==> src/rtl/light_dance_pkg.sv <==
// Shared constants for the light-dance serial-to-bank demux.
// Holds the FSM state encoding, the bank select polarity (matching the 2:1
// utils mux: 1 = bank A, 0 = bank B), the default bank width and a helper
// for the bit-counter width.
package light_dance_pkg;

  localparam int unsigned LD_WIDTH = 8;

  typedef logic [1:0] ld_state_t;

  localparam ld_state_t LD_IDLE   = 2'd0;
  localparam ld_state_t LD_SHIFT  = 2'd1;
  localparam ld_state_t LD_COMMIT = 2'd2;

  localparam logic LD_BANK_A = 1'b1;
  localparam logic LD_BANK_B = 1'b0;

  // Counter must be able to hold the value WIDTH.
  function automatic int unsigned ld_cnt_width(input int unsigned width);
    return $clog2(width + 1);
  endfunction

endpackage

==> src/rtl/ld_deserializer.sv <==
// MSB-first serial-to-parallel shift register with a bit counter.
// Ports:
//   clk, reset  : clock, synchronous active-high reset
//   shift_en    : accept din this cycle
//   first_bit   : the accepted bit starts a new frame (counter reloads to 1)
//   din         : serial data bit
//   data        : assembled frame (first accepted bit ends up in data[WIDTH-1])
//   done_c      : combinational, this accepted bit completes the frame
module ld_deserializer
  import light_dance_pkg::*;
#(
  parameter int unsigned WIDTH = LD_WIDTH
) (
  input  logic             clk,
  input  logic             reset,
  input  logic             shift_en,
  input  logic             first_bit,
  input  logic             din,
  output logic [WIDTH-1:0] data,
  output logic             done_c
);

  localparam int unsigned CNT_W = ld_cnt_width(WIDTH);

  logic [CNT_W-1:0] cnt;

  // Shift register and bit counter.
  always_ff @(posedge clk) begin
    if (reset) begin
      data <= '0;
      cnt  <= '0;
    end else if (shift_en) begin
      data <= {data[WIDTH-2:0], din};
      cnt  <= first_bit ? CNT_W'(1) : cnt + CNT_W'(1);
    end
  end

  // Frame completes on the transfer that sees WIDTH-1 bits already held.
  always_comb begin
    done_c = shift_en && !first_bit && (cnt == CNT_W'(WIDTH - 1));
  end

endmodule

==> src/rtl/light_dance_demux.sv <==
// Serial pattern demux: assembles WIDTH-bit frames from a valid/ready serial
// stream and commits each frame to LED bank A or B chosen by the sel bit
// seen with the frame's first bit.
// Ports:
//   clk, reset      : clock, synchronous active-high reset
//   din, din_valid  : serial bit (MSB first) and its valid
//   din_ready       : ready, decoded from state only (low during COMMIT)
//   sel             : destination bank, 1 = A, 0 = B, sampled on first bit
//   leds_a, leds_b  : registered bank patterns
//   upd_a, upd_b    : one-cycle pulse with each new bank value
//   busy            : frame partially received or being committed
module light_dance_demux
  import light_dance_pkg::*;
#(
  parameter int unsigned WIDTH = LD_WIDTH
) (
  input  logic             clk,
  input  logic             reset,
  input  logic             din,
  input  logic             din_valid,
  output logic             din_ready,
  input  logic             sel,
  output logic [WIDTH-1:0] leds_a,
  output logic [WIDTH-1:0] leds_b,
  output logic             upd_a,
  output logic             upd_b,
  output logic             busy
);

  ld_state_t        state_q;
  ld_state_t        state_d;
  logic             dest_q;
  logic             xfer;
  logic             first_bit;
  logic             commit;
  logic             done_c;
  logic [WIDTH-1:0] frame;

  ld_deserializer #(.WIDTH(WIDTH)) u_deser (
    .clk       (clk),
    .reset     (reset),
    .shift_en  (xfer),
    .first_bit (first_bit),
    .din       (din),
    .data      (frame),
    .done_c    (done_c)
  );

  // State register.
  always_ff @(posedge clk) begin
    if (reset) begin
      state_q <= LD_IDLE;
    end else begin
      state_q <= state_d;
    end
  end

  // Next-state logic.
  always_comb begin
    state_d = state_q;
    case (state_q)
      LD_IDLE:   if (xfer)   state_d = LD_SHIFT;
      LD_SHIFT:  if (done_c) state_d = LD_COMMIT;
      LD_COMMIT: state_d = LD_IDLE;
      default:   state_d = LD_IDLE;
    endcase
  end

  // State-decoded controls; din_ready has no path from din_valid.
  always_comb begin
    din_ready = 1'b0;
    first_bit = 1'b0;
    commit    = 1'b0;
    case (state_q)
      LD_IDLE: begin
        din_ready = 1'b1;
        first_bit = 1'b1;
      end
      LD_SHIFT:  din_ready = 1'b1;
      LD_COMMIT: commit = 1'b1;
      default: begin
        din_ready = 1'b0;
      end
    endcase
    xfer = din_valid && din_ready;
  end

  // Destination latch, bank registers, update pulses and busy flag.
  always_ff @(posedge clk) begin
    if (reset) begin
      dest_q <= LD_BANK_B;
      leds_a <= '0;
      leds_b <= '0;
      upd_a  <= 1'b0;
      upd_b  <= 1'b0;
      busy   <= 1'b0;
    end else begin
      upd_a <= 1'b0;
      upd_b <= 1'b0;
      busy  <= (state_d != LD_IDLE);
      if (xfer && first_bit) begin
        dest_q <= sel;
      end
      if (commit) begin
        if (dest_q == LD_BANK_A) begin
          leds_a <= frame;
          upd_a  <= 1'b1;
        end else begin
          leds_b <= frame;
          upd_b  <= 1'b1;
        end
      end
    end
  end

endmodule

==> config.mk <==
export PLATFORM = sky130hd
export DESIGN_NAME = light_dance_demux
export DESIGN_NICKNAME = d
export VERILOG_FILES = /design/src/rtl/light_dance_pkg.sv /design/src/rtl/ld_deserializer.sv /design/src/rtl/light_dance_demux.sv
export SDC_FILE = /design/constraint.sdc
export NUM_CORES = 1
export LEC_CHECK = 0
export ABC_AREA = 1
export ABC_CLOCK_PERIOD_IN_PS = 1010
export CORE_MARGIN = 4
export CORE_UTILIZATION = 44
export DETAILED_ROUTE_END_ITERATION = 10
export PLACE_DENSITY_LB_ADDON = 0.1
export SYNTH_ARGS = -nofsm -noshare
export SYNTH_HDL_FRONTEND = slang
export SYNTH_SLANG_ARGS = --single-unit
==> constraint.sdc <==
create_clock -name clk -period 1.01 [get_ports clk]
set_clock_uncertainty 0.05 [all_clocks]
set_input_delay 0.202 -clock clk [delete_from_list [all_inputs] [get_ports clk]]
set_output_delay 0.202 -clock clk [all_outputs]
set_load 0.005 [all_outputs]
# Word level (Yosys, flattened, before mapping)
# Cells that the tools add are included.
# totals
word_cells	35
out_inout_bits	20
register_bits	34
# classes
muxes	9
bitwise_logic	2
n_addsub	1
eq_ne	3
reduce_logical	11
# ops
operator	n
two-way mux 1 bit	5
adder 4 x 1 -> 4 bit, second input constant	1
equality test 4 x 3 -> 1 bit, second input constant	1
logical AND 1 bit	4
two-way mux 2 bit	2
two-way mux 4 bit	1
case mux 2 bit (2 select lines)	1
AND reduction 2 bit	2
OR reduction 2 bit	2
equality test 2 x 1 -> 1 bit, second input constant	1
equality test 2 bit, second input constant	1
zero test 2 bit	1
NOT 1 bit	2
nonzero test 2 bit	1
zero test 1 bit	1

# Logic depth before layout (Yosys ltp)
# Gate-level depths: netlist of the first run.
# depth
depth_word	9
depth_mapped	6

# Modules after synthesis
# From an unflattened synthesis of the first run, not the netlist that was laid out.
# unflattened
hier_cells	190
area_unflattened_um2	1393.8
# by_module_without_submodules
module	seq_area_each_um2	area_each_um2	cells_each	instances
light_dance_demux	440.4	897.1	128	1
ld_deserializer	240.2	496.7	62	1

# Worst setup path before layout of the first run
# OpenSTA, ideal clock, no wires.
# synth_path
path_kind	register to register
start	reg dest_q
end	reg leds_b[7]
slack_ns	-0.044
stages_incl_launch_ff	5
required_ns	0.841
arrival_ns	0.885
cell_sequence	dfxtp_1 -> nand3b_2 -> buf_2 -> o21ai_1 -> a21oi_1
# synth_via
elab_chain_len	2
# synth_rtl
item	line	source
from (decl)	light_dance_demux.sv:32	logic dest_q;
from (signal assigned)	light_dance_demux.sv:102	dest_q <= sel;
NOT 1 bit (no source line)	n/a	
AND reduction 2 bit (no source line)	n/a	
to (signal assigned)	light_dance_demux.sv:109	leds_b <= frame;
to (decl)	light_dance_demux.sv:24	output logic [WIDTH-1:0] leds_b,
# No other way between the ends.
# A chain may end at the register's enable or synchronous reset.

# Final worst setup path of the first run
# layout_path
start	reg state_q[1]
end	out din_ready
# layout_via
elab_chain_len	3
# layout_rtl
item	line	source
from (decl)	light_dance_demux.sv:30	ld_state_t state_q;
from (signal assigned)	light_dance_demux.sv:54	state_q <= state_d;
equality test 2 x 1 -> 1 bit / zero test 2 bit (equally long branches)	light_dance_demux.sv:74	case (state_q)
OR reduction 2 bit (no source line) *	n/a	
two-way mux 1 bit *	light_dance_demux.sv:74	
to (decl)	light_dance_demux.sv:21	output logic din_ready,
# Mark *: on every way between the ends. The rest lies on a longest branch, timed or not.

==> results.yml, run 1 <==
status:
  run_status: "finished, violations left"
  violated_checks: "setup timing"
yosys:
  synthesis.yosys.warnings: 0
  netlist.area_leader.share: 0.555
  netlist-cell-type-count: 16
  syn_nets: 158
  synth_seq_area_share: 0.555
  synth_area_mm2: 0.00123
  ys_ff_latch: 34
  avgSynthCellArea_um2: 8.07
  synth_top_area_cells: "sky130_fd_sc_hd__dfxtp_1 (56%), sky130_fd_sc_hd__o21ai_0 (9.0%), sky130_fd_sc_hd__a21oi_1 (8.6%), sky130_fd_sc_hd__nor2_1 (8.0%), sky130_fd_sc_hd__inv_1 (4.9%)"
  syn-instance-count: 152
  synth_largest_area_cell: "sky130_fd_sc_hd__dfxtp_1"
sta:
  max-slew-margin-rel: 0.847
  setup-violations-final: 38
  report.final.hold_viol_count: 0
  worst_pin_slew_ps: 227
  timing.fmax_ghz: 0.893
  crit_share_post_route: 1.11
  setup_repair_after_global_routing_missed_its_margin: "true"
  finalWorstSetupSlack_ps: -110
  layout_min_cycle_time_ps: 1120
  timing_max_transition_violations_final: 0
  worst_hold_slack_ps: 388
hold_path:
  holdCritPathClass: "in -> reg"
setup_path:
  critPathArrivalTime_ps: 870
  cp-start-kind: "register"
  crit_path_cell_trace: "inv_4 > buf_6"
  timing.critical_path.max_delay_family: "flip-flops"
  cpMaxStageDelayCell: "sky130_fd_sc_hd__dfxtp_4"
  timing.critical_path.buf_inv: 2
  cp_max_fo: 3
  max_stage_delay_ps: 380
  timing_worst_setup_path_type: "reg -> out"
  data_required_time_at_the_worst_endpoint_ps: 760
  crit_end_category: "primary output"
floorplan:
  num_rows: 18
  die_area_mm2: 0.00370
  start_util: 0.478
  ios: 25
  dieHeight_um: 60.8
  dieWidth_um: 60.8
  placeableCoreArea_mm2: 0.00257
global_route:
  grt.total_usage: 0.177
  overflow: 0
  grt_start_max_net_pins: 28
  first_global_vias: 1104
  grt_first_pass_wirelength_um: 4750
  antenna_found_initial: 0
clock_network:
  cts_root_buffer: "sky130_fd_sc_hd__clkbuf_4"
  max_root_sink_buffers: 2
  numCtsBuffers: 5
  clkSlewWorstSetupHoldPaths_ps: 100
  tritoncts: "done"
  insertion_delay_ps: 340
  cts.htree.levels: 2
  cts.sinks: 34
  cts-hold-fix-buffers: 0
drt:
  ant_nets: 0
  vias_per_cell: 5.16
  wl_per_cell_um: 13.6
  detailedRoute.firstIterationViolations: 32
  detail_route.wirelength_um: 3160
  via_count: 1198
  drc: 0
  drt-pass1-iter-count: 4
final_layout:
  diodes: 0
  layout-drive-gt1-share: 0.485
  area.sequential_um2: 716
  syn_to_final_growth_pct: 53.0
  final_net_count: 207
  nFillCells: 194
  multi_input_comb_area_um2: 549
  final_core_utilization: 0.731
flow_run:
  number_of_violations_of_the_max_capacitance_limit: 0
place:
  numPortBuffers: 24
  dp.final_hpwl_um: 1930
  routabilityCongestion: 0.793
power:
  leakagePower_nw: 0.780
  vdd_ir_drop_max_v: 0.00121
  total_power_w: 0.00244
  power_per_cell_area_mw_per_mm2: 1300
==> kinds of logic (layout without fill, tap and decap cells) <==
group           count (synthesis)  in the layout  share of synthesized area
fa+ha+maj                       1              1                     0.0102
compound gates                 48             48                      0.196
simple gates                   42             44                      0.145
flops                          34             34                      0.555
buf+inv                        27             75                     0.0939
==> per-layer routing <==
layer | up-vias | GRT usage | share of wire
met5 | - | 0 | 0
met2 | 33 | 0.292 | 0.51
li1 | 593 | - | -
met3 | 12 | 0.0489 | 0.061
met4 | 0 | 0.127 | 0.030
met1 | 560 | 0.196 | 0.40
==> worst register-to-register path, cell delays in order (launching register included) <==
cell	delay, ps
sky130_fd_sc_hd__dfxtp_4	380
sky130_fd_sc_hd__buf_6	150
sky130_fd_sc_hd__nand3b_4	130
sky130_fd_sc_hd__buf_4	160
sky130_fd_sc_hd__a21oi_1	140
==> per-stage QoR <==
step                setup slack [ps]  cell area (um^2)  std cells  TNS (ps)
global route                    -143              1880        232     -3200
finish                          -110              1880        232     -1230
detailed placement              -391              1630        218     -9270
CTS                            -85.1              1710        229     -2050
floorplan                      -36.0              1230        152     -36.0
global placement                -352              1630        218     -8500
==> flip-flops by register name (all words and copies together), names as in the netlist <==
register / count
upd_b: 1
dest_q: 1
leds_a: 8
state_q: 2
leds_b: 8
u_deser.cnt: 4
upd_a: 1
busy: 1
u_deser.data: 8
==> synth_stat cells <==
master,number
sky130_fd_sc_hd__nand2_1,10
sky130_fd_sc_hd__buf_2,4
sky130_fd_sc_hd__nand2_2,1
sky130_fd_sc_hd__o21ai_0,22
sky130_fd_sc_hd__buf_4,2
sky130_fd_sc_hd__o21ai_1,5
sky130_fd_sc_hd__dfxtp_1,34
sky130_fd_sc_hd__nand3_2,1
sky130_fd_sc_hd__inv_1,16
sky130_fd_sc_hd__clkbuf_2,1
sky130_fd_sc_hd__nand3b_2,1
sky130_fd_sc_hd__nand3_1,3
sky130_fd_sc_hd__a21oi_1,21
sky130_fd_sc_hd__nor2_1,26
sky130_fd_sc_hd__ha_1,1
sky130_fd_sc_hd__inv_2,4
==> final timing paths <==
path | slack (ps) | depth (start not counted) | start | end
worst max register to register | -70 | 4 | state_q[1] | leds_b[6]
worst min-delay path | 390 | 3 | sel | dest_q
worst max-delay path | -110 | 2 | state_q[1] | din_ready
worst min register to register | 390 | 2 | leds_b[3] | leds_b[3]
==> placed cells by master (no fill, tap or decap) <==
| cell type | Yosys | routed |
|---|---|---|
| sky130_fd_sc_hd__o21ai_1 | 5 | 21 |
| sky130_fd_sc_hd__buf_2 | 4 | 11 |
| sky130_fd_sc_hd__dfxtp_1 | 34 | 12 |
| sky130_fd_sc_hd__nand2_1 | 10 | 4 |
| sky130_fd_sc_hd__nor2_1 | 26 | 22 |
| sky130_fd_sc_hd__nand3_1 | 3 | 1 |
| sky130_fd_sc_hd__dfxtp_4 | 0 | 3 |
| sky130_fd_sc_hd__clkdlybuf4s50_1 | 0 | 4 |
| sky130_fd_sc_hd__clkinv_2 | 0 | 1 |
| sky130_fd_sc_hd__clkbuf_4 | 0 | 5 |
| sky130_fd_sc_hd__a21oi_1 | 21 | 17 |
| sky130_fd_sc_hd__clkinv_4 | 0 | 1 |
| sky130_fd_sc_hd__inv_2 | 4 | 1 |
| sky130_fd_sc_hd__inv_6 | 0 | 1 |
| sky130_fd_sc_hd__nand3b_4 | 0 | 2 |
| sky130_fd_sc_hd__buf_4 | 2 | 15 |
| sky130_fd_sc_hd__nand3_2 | 1 | 3 |
| sky130_fd_sc_hd__o21ai_0 | 22 | 6 |
| sky130_fd_sc_hd__nor2_4 | 0 | 1 |
| sky130_fd_sc_hd__nor2_2 | 0 | 3 |
| sky130_fd_sc_hd__clkbuf_1 | 0 | 1 |
| sky130_fd_sc_hd__clkbuf_8 | 0 | 1 |
| sky130_fd_sc_hd__a21oi_2 | 0 | 4 |
| sky130_fd_sc_hd__nand2_4 | 0 | 1 |
| sky130_fd_sc_hd__inv_1 | 16 | 16 |
| sky130_fd_sc_hd__dfxtp_2 | 0 | 19 |
| sky130_fd_sc_hd__buf_12 | 0 | 3 |
| sky130_fd_sc_hd__nand3_4 | 0 | 1 |
| sky130_fd_sc_hd__nand2_2 | 1 | 6 |
| sky130_fd_sc_hd__inv_4 | 0 | 1 |
| sky130_fd_sc_hd__ha_4 | 0 | 1 |
| sky130_fd_sc_hd__buf_6 | 0 | 14 |
==> where the power goes <==
group          leakage [nW]  switching (W)  internal [W]  total [W]
sequential            0.288      0.0000365       0.00137    0.00141
clock                0.0353       0.000450      0.000337   0.000787
combinational         0.456       0.000123      0.000121   0.000244
total                 0.780       0.000610       0.00183    0.00244
==> area by class of cell <==
cell class              count  share of cell area
inverters                  20              0.0467
clock inverters             1             0.00267
repair buffers             47               0.227
flip-flops and latches     34               0.382
well taps                  30              0.0200
multi-input cells          93               0.293
clock buffers               7              0.0294
==> repair_timing <==
item | in CTS | in global routing
gates resized for setup | 120 | 42
cloned | 1 | 1
endpoints found under the setup margin | 51 | 52
pin swaps | 5 | 6
buffers inserted | 2 | 2
No activity file was read; power rests on OpenSTA's default activity.
==> run 2, diff against run 1 <==
--- a/config.mk
+++ b/config.mk
@@ -11,6 +11,7 @@
 export CORE_UTILIZATION = 44
 export DETAILED_ROUTE_END_ITERATION = 10
 export PLACE_DENSITY_LB_ADDON = 0.1
+export REMOVE_ABC_BUFFERS = 1
 export SYNTH_ARGS = -nofsm -noshare
 export SYNTH_HDL_FRONTEND = slang
 export SYNTH_SLANG_ARGS = --single-unit
==> run 2 against run 1 <==
  * The flow still finishes with violations (setup timing)
  * Die area stayed put
  * First-iteration DRC count is 16% lower
  * Design area is 3.7% higher
  * Cell count is 1.7% lower
  * Register-to-register slack worse by 20 ps
  * Combinational power is 6% lower
  * Global-route usage is 0.70 points lower
  * Non-clock buffer count is 2 lower
  * Routed wire length is 0.95% lower
  * Hold slack better by 3.7 ps
  * Via count is 3.2% lower
  * Critical path type unchanged
  * Largest cell class unchanged
==> results.yml, run 2 (synthesis results as in run 1) <==
sta:
  worst_hold_slack_ps: 392
  setup_repair_after_global_routing_missed_its_margin: "true"
  setup-violations-final: 46
  worst_pin_slew_ps: 221
  layout_min_cycle_time_ps: 1110
  timing.fmax_ghz: 0.904
  max-slew-margin-rel: 0.853
  report.final.hold_viol_count: 0
  crit_share_post_route: 1.10
  totalNegativeSetupSlack_ps: -1490
  timing_max_transition_violations_final: 0
  finalWorstSetupSlack_ps: -96.3
setup_path:
  crit_end_category: "primary output"
  worst-r2r-cell-count: 5
  cp_max_fo: 3
  critPathArrivalTime_ps: 850
  worst_r2r_startpoint: "state_q[1]"
  rr_endpoint: "leds_a[2]"
  critical_path.startpoint: "state_q[1]"
  timing_worst_setup_path_type: "reg -> out"
  data_required_time_at_the_worst_endpoint_ps: 760
  timing.reg2reg.setup_slack_ps: -90
  cp-start-kind: "register"
floorplan:
  num_rows: 18
  placeableCoreArea_mm2: 0.00257
  ios: 25
  dieWidth_um: 60.8
  die_area_mm2: 0.00370
  dieHeight_um: 60.8
  start_util: 0.478
drt:
  drc: 0
  wl_per_cell_um: 13.7
  vias_per_cell: 5.09
  via_count: 1160
  detail_route.wirelength_um: 3130
  drt-pass1-iter-count: 4
  ant_nets: 0
  detailedRoute.firstIterationViolations: 27
global_route:
  grt.total_usage: 0.170
  overflow: 0
  grt_start_max_net_pins: 28
  first_global_vias: 1059
  grt_first_pass_wirelength_um: 4510
  antenna_found_initial: 0
place:
  dp.final_hpwl_um: 1750
  placed_cell_area_mm2: 0.00161
  routabilityCongestion: 0.779
  post-place-cells: 213
  numPortBuffers: 24
power:
  vdd_ir_drop_max_v: 0.00110
  leakagePower_nw: 0.797
  power_per_cell_area_mw_per_mm2: 1320
hold_path:
  hold_path_end: "leds_a[4]"
  holdCritPathClass: "reg -> reg"
  hold_depth: 2
  hp-start: "leds_a[4]"
clock_network:
  cts-hold-fix-buffers: 0
  max_root_sink_buffers: 2
  numCtsBuffers: 5
  clkSlewWorstSetupHoldPaths_ps: 100
  tritoncts: "done"
  insertion_delay_ps: 330
  cts.sinks: 34
  cts_root_buffer: "sky130_fd_sc_hd__clkbuf_4"
  cts.htree.levels: 2
final_layout:
  postLayoutCellArea_mm2: 0.00194
  layout-drive-gt1-share: 0.561
  syn_to_final_growth_pct: 58.6
  most-common-layout-cells: "sky130_fd_sc_hd__nor2_1 (23), sky130_fd_sc_hd__dfxtp_2 (21), sky130_fd_sc_hd__buf_6 (17)"
  instances_no_fill: 228
  diodes: 0
  final_common_cell: "sky130_fd_sc_hd__nor2_1"
  largestRegisters: "leds_a: 8 flops, leds_b: 8 flops, u_deser.data: 8 flops"
  final_net_count: 203
  nFillCells: 180
status:
  run_status: "finished, violations left"
  violated_checks: "setup timing"
flow_run:
  number_of_violations_of_the_max_capacitance_limit: 0
run 2: changes by cell type in the layout (fill, tap and decap cells not counted), moves of 3 or more:
cell                      change
sky130_fd_sc_hd__buf_6        +3
sky130_fd_sc_hd__o21ai_2     +16
sky130_fd_sc_hd__buf_4        -7
sky130_fd_sc_hd__o21ai_1     -13
sky130_fd_sc_hd__nand2_2      -3
sky130_fd_sc_hd__o21ai_0      -4
sky130_fd_sc_hd__a21oi_2      +4
sky130_fd_sc_hd__nand2_1      +3
sky130_fd_sc_hd__a21oi_1      -4
sky130_fd_sc_hd__nor2_2       -3
run 2: layout make-up:
| class | instances | area, um^2 | share of cell area |
|---|---|---|---|
| well taps | 30 | 37.5 | 0.0193 |
| flip-flops and latches | 34 | 711 | 0.366 |
| repair buffers | 45 | 437 | 0.225 |
| clock buffers | 8 | 78.8 | 0.0405 |
| inverters | 20 | 80.1 | 0.0412 |
| multi-input cells | 91 | 601 | 0.309 |
run 2: layer usage:
layer | share of wire | track usage | vias to the layer above
met1 | 0.38 | 0.178 | 538
met2 | 0.55 | 0.292 | 30
met5 | 0 | 0 | -
li1 | - | - | 581
met3 | 0.052 | 0.0702 | 11
met4 | 0.027 | 0.0898 | 0
run 2: stage by stage:
step	utilization	worst slack [ps]	power, W
floorplan	-	-53.8	0.00151
global placement	0.626	-349	0.00159
detailed placement	0.626	-425	0.00160
CTS	0.661	-103	0.00251
global route	0.757	-142	0.00267
finish	0.757	-96.3	0.00256
run 2: worst max-delay path by stage:
stage / to / cells past startpoint / slack [ps]
final: din_ready / 2 / -100
after global routing: din_ready / 2 / -140
after CTS: din_ready / 2 / -100
after detailed placement: state_q[0] / 6 / -420
after global placement: state_q[0] / 6 / -350
after floorplan: state_q[0] / 6 / -50
run 2: power breakdown:
part / internal [W] / total [W] / switching [W] / leakage [nW]
registers: 0.00137 / 0.00141 / 0.0000381 / 0.288
clock network: 0.000476 / 0.000921 / 0.000445 / 0.0446
logic: 0.000106 / 0.000229 / 0.000122 / 0.465
total: 0.00195 / 0.00256 / 0.000606 / 0.797
run 2: worst max-delay path: stages (launching register included):
cell and delay, ps:
sky130_fd_sc_hd__dfxtp_4 380, sky130_fd_sc_hd__inv_4 40, sky130_fd_sc_hd__buf_6 100
run 2: repair_timing:
| action | CTS | global route |
|---|---|---|
| endpoints found under the setup margin | 51 | 52 |
| hold endpoints to repair | 0 | 0 |
| gates cloned | 1 | 1 |
| buffers inserted | 2 | 3 |
| gates resized for setup | 126 | 58 |
| pin swaps | 0 | 7 |
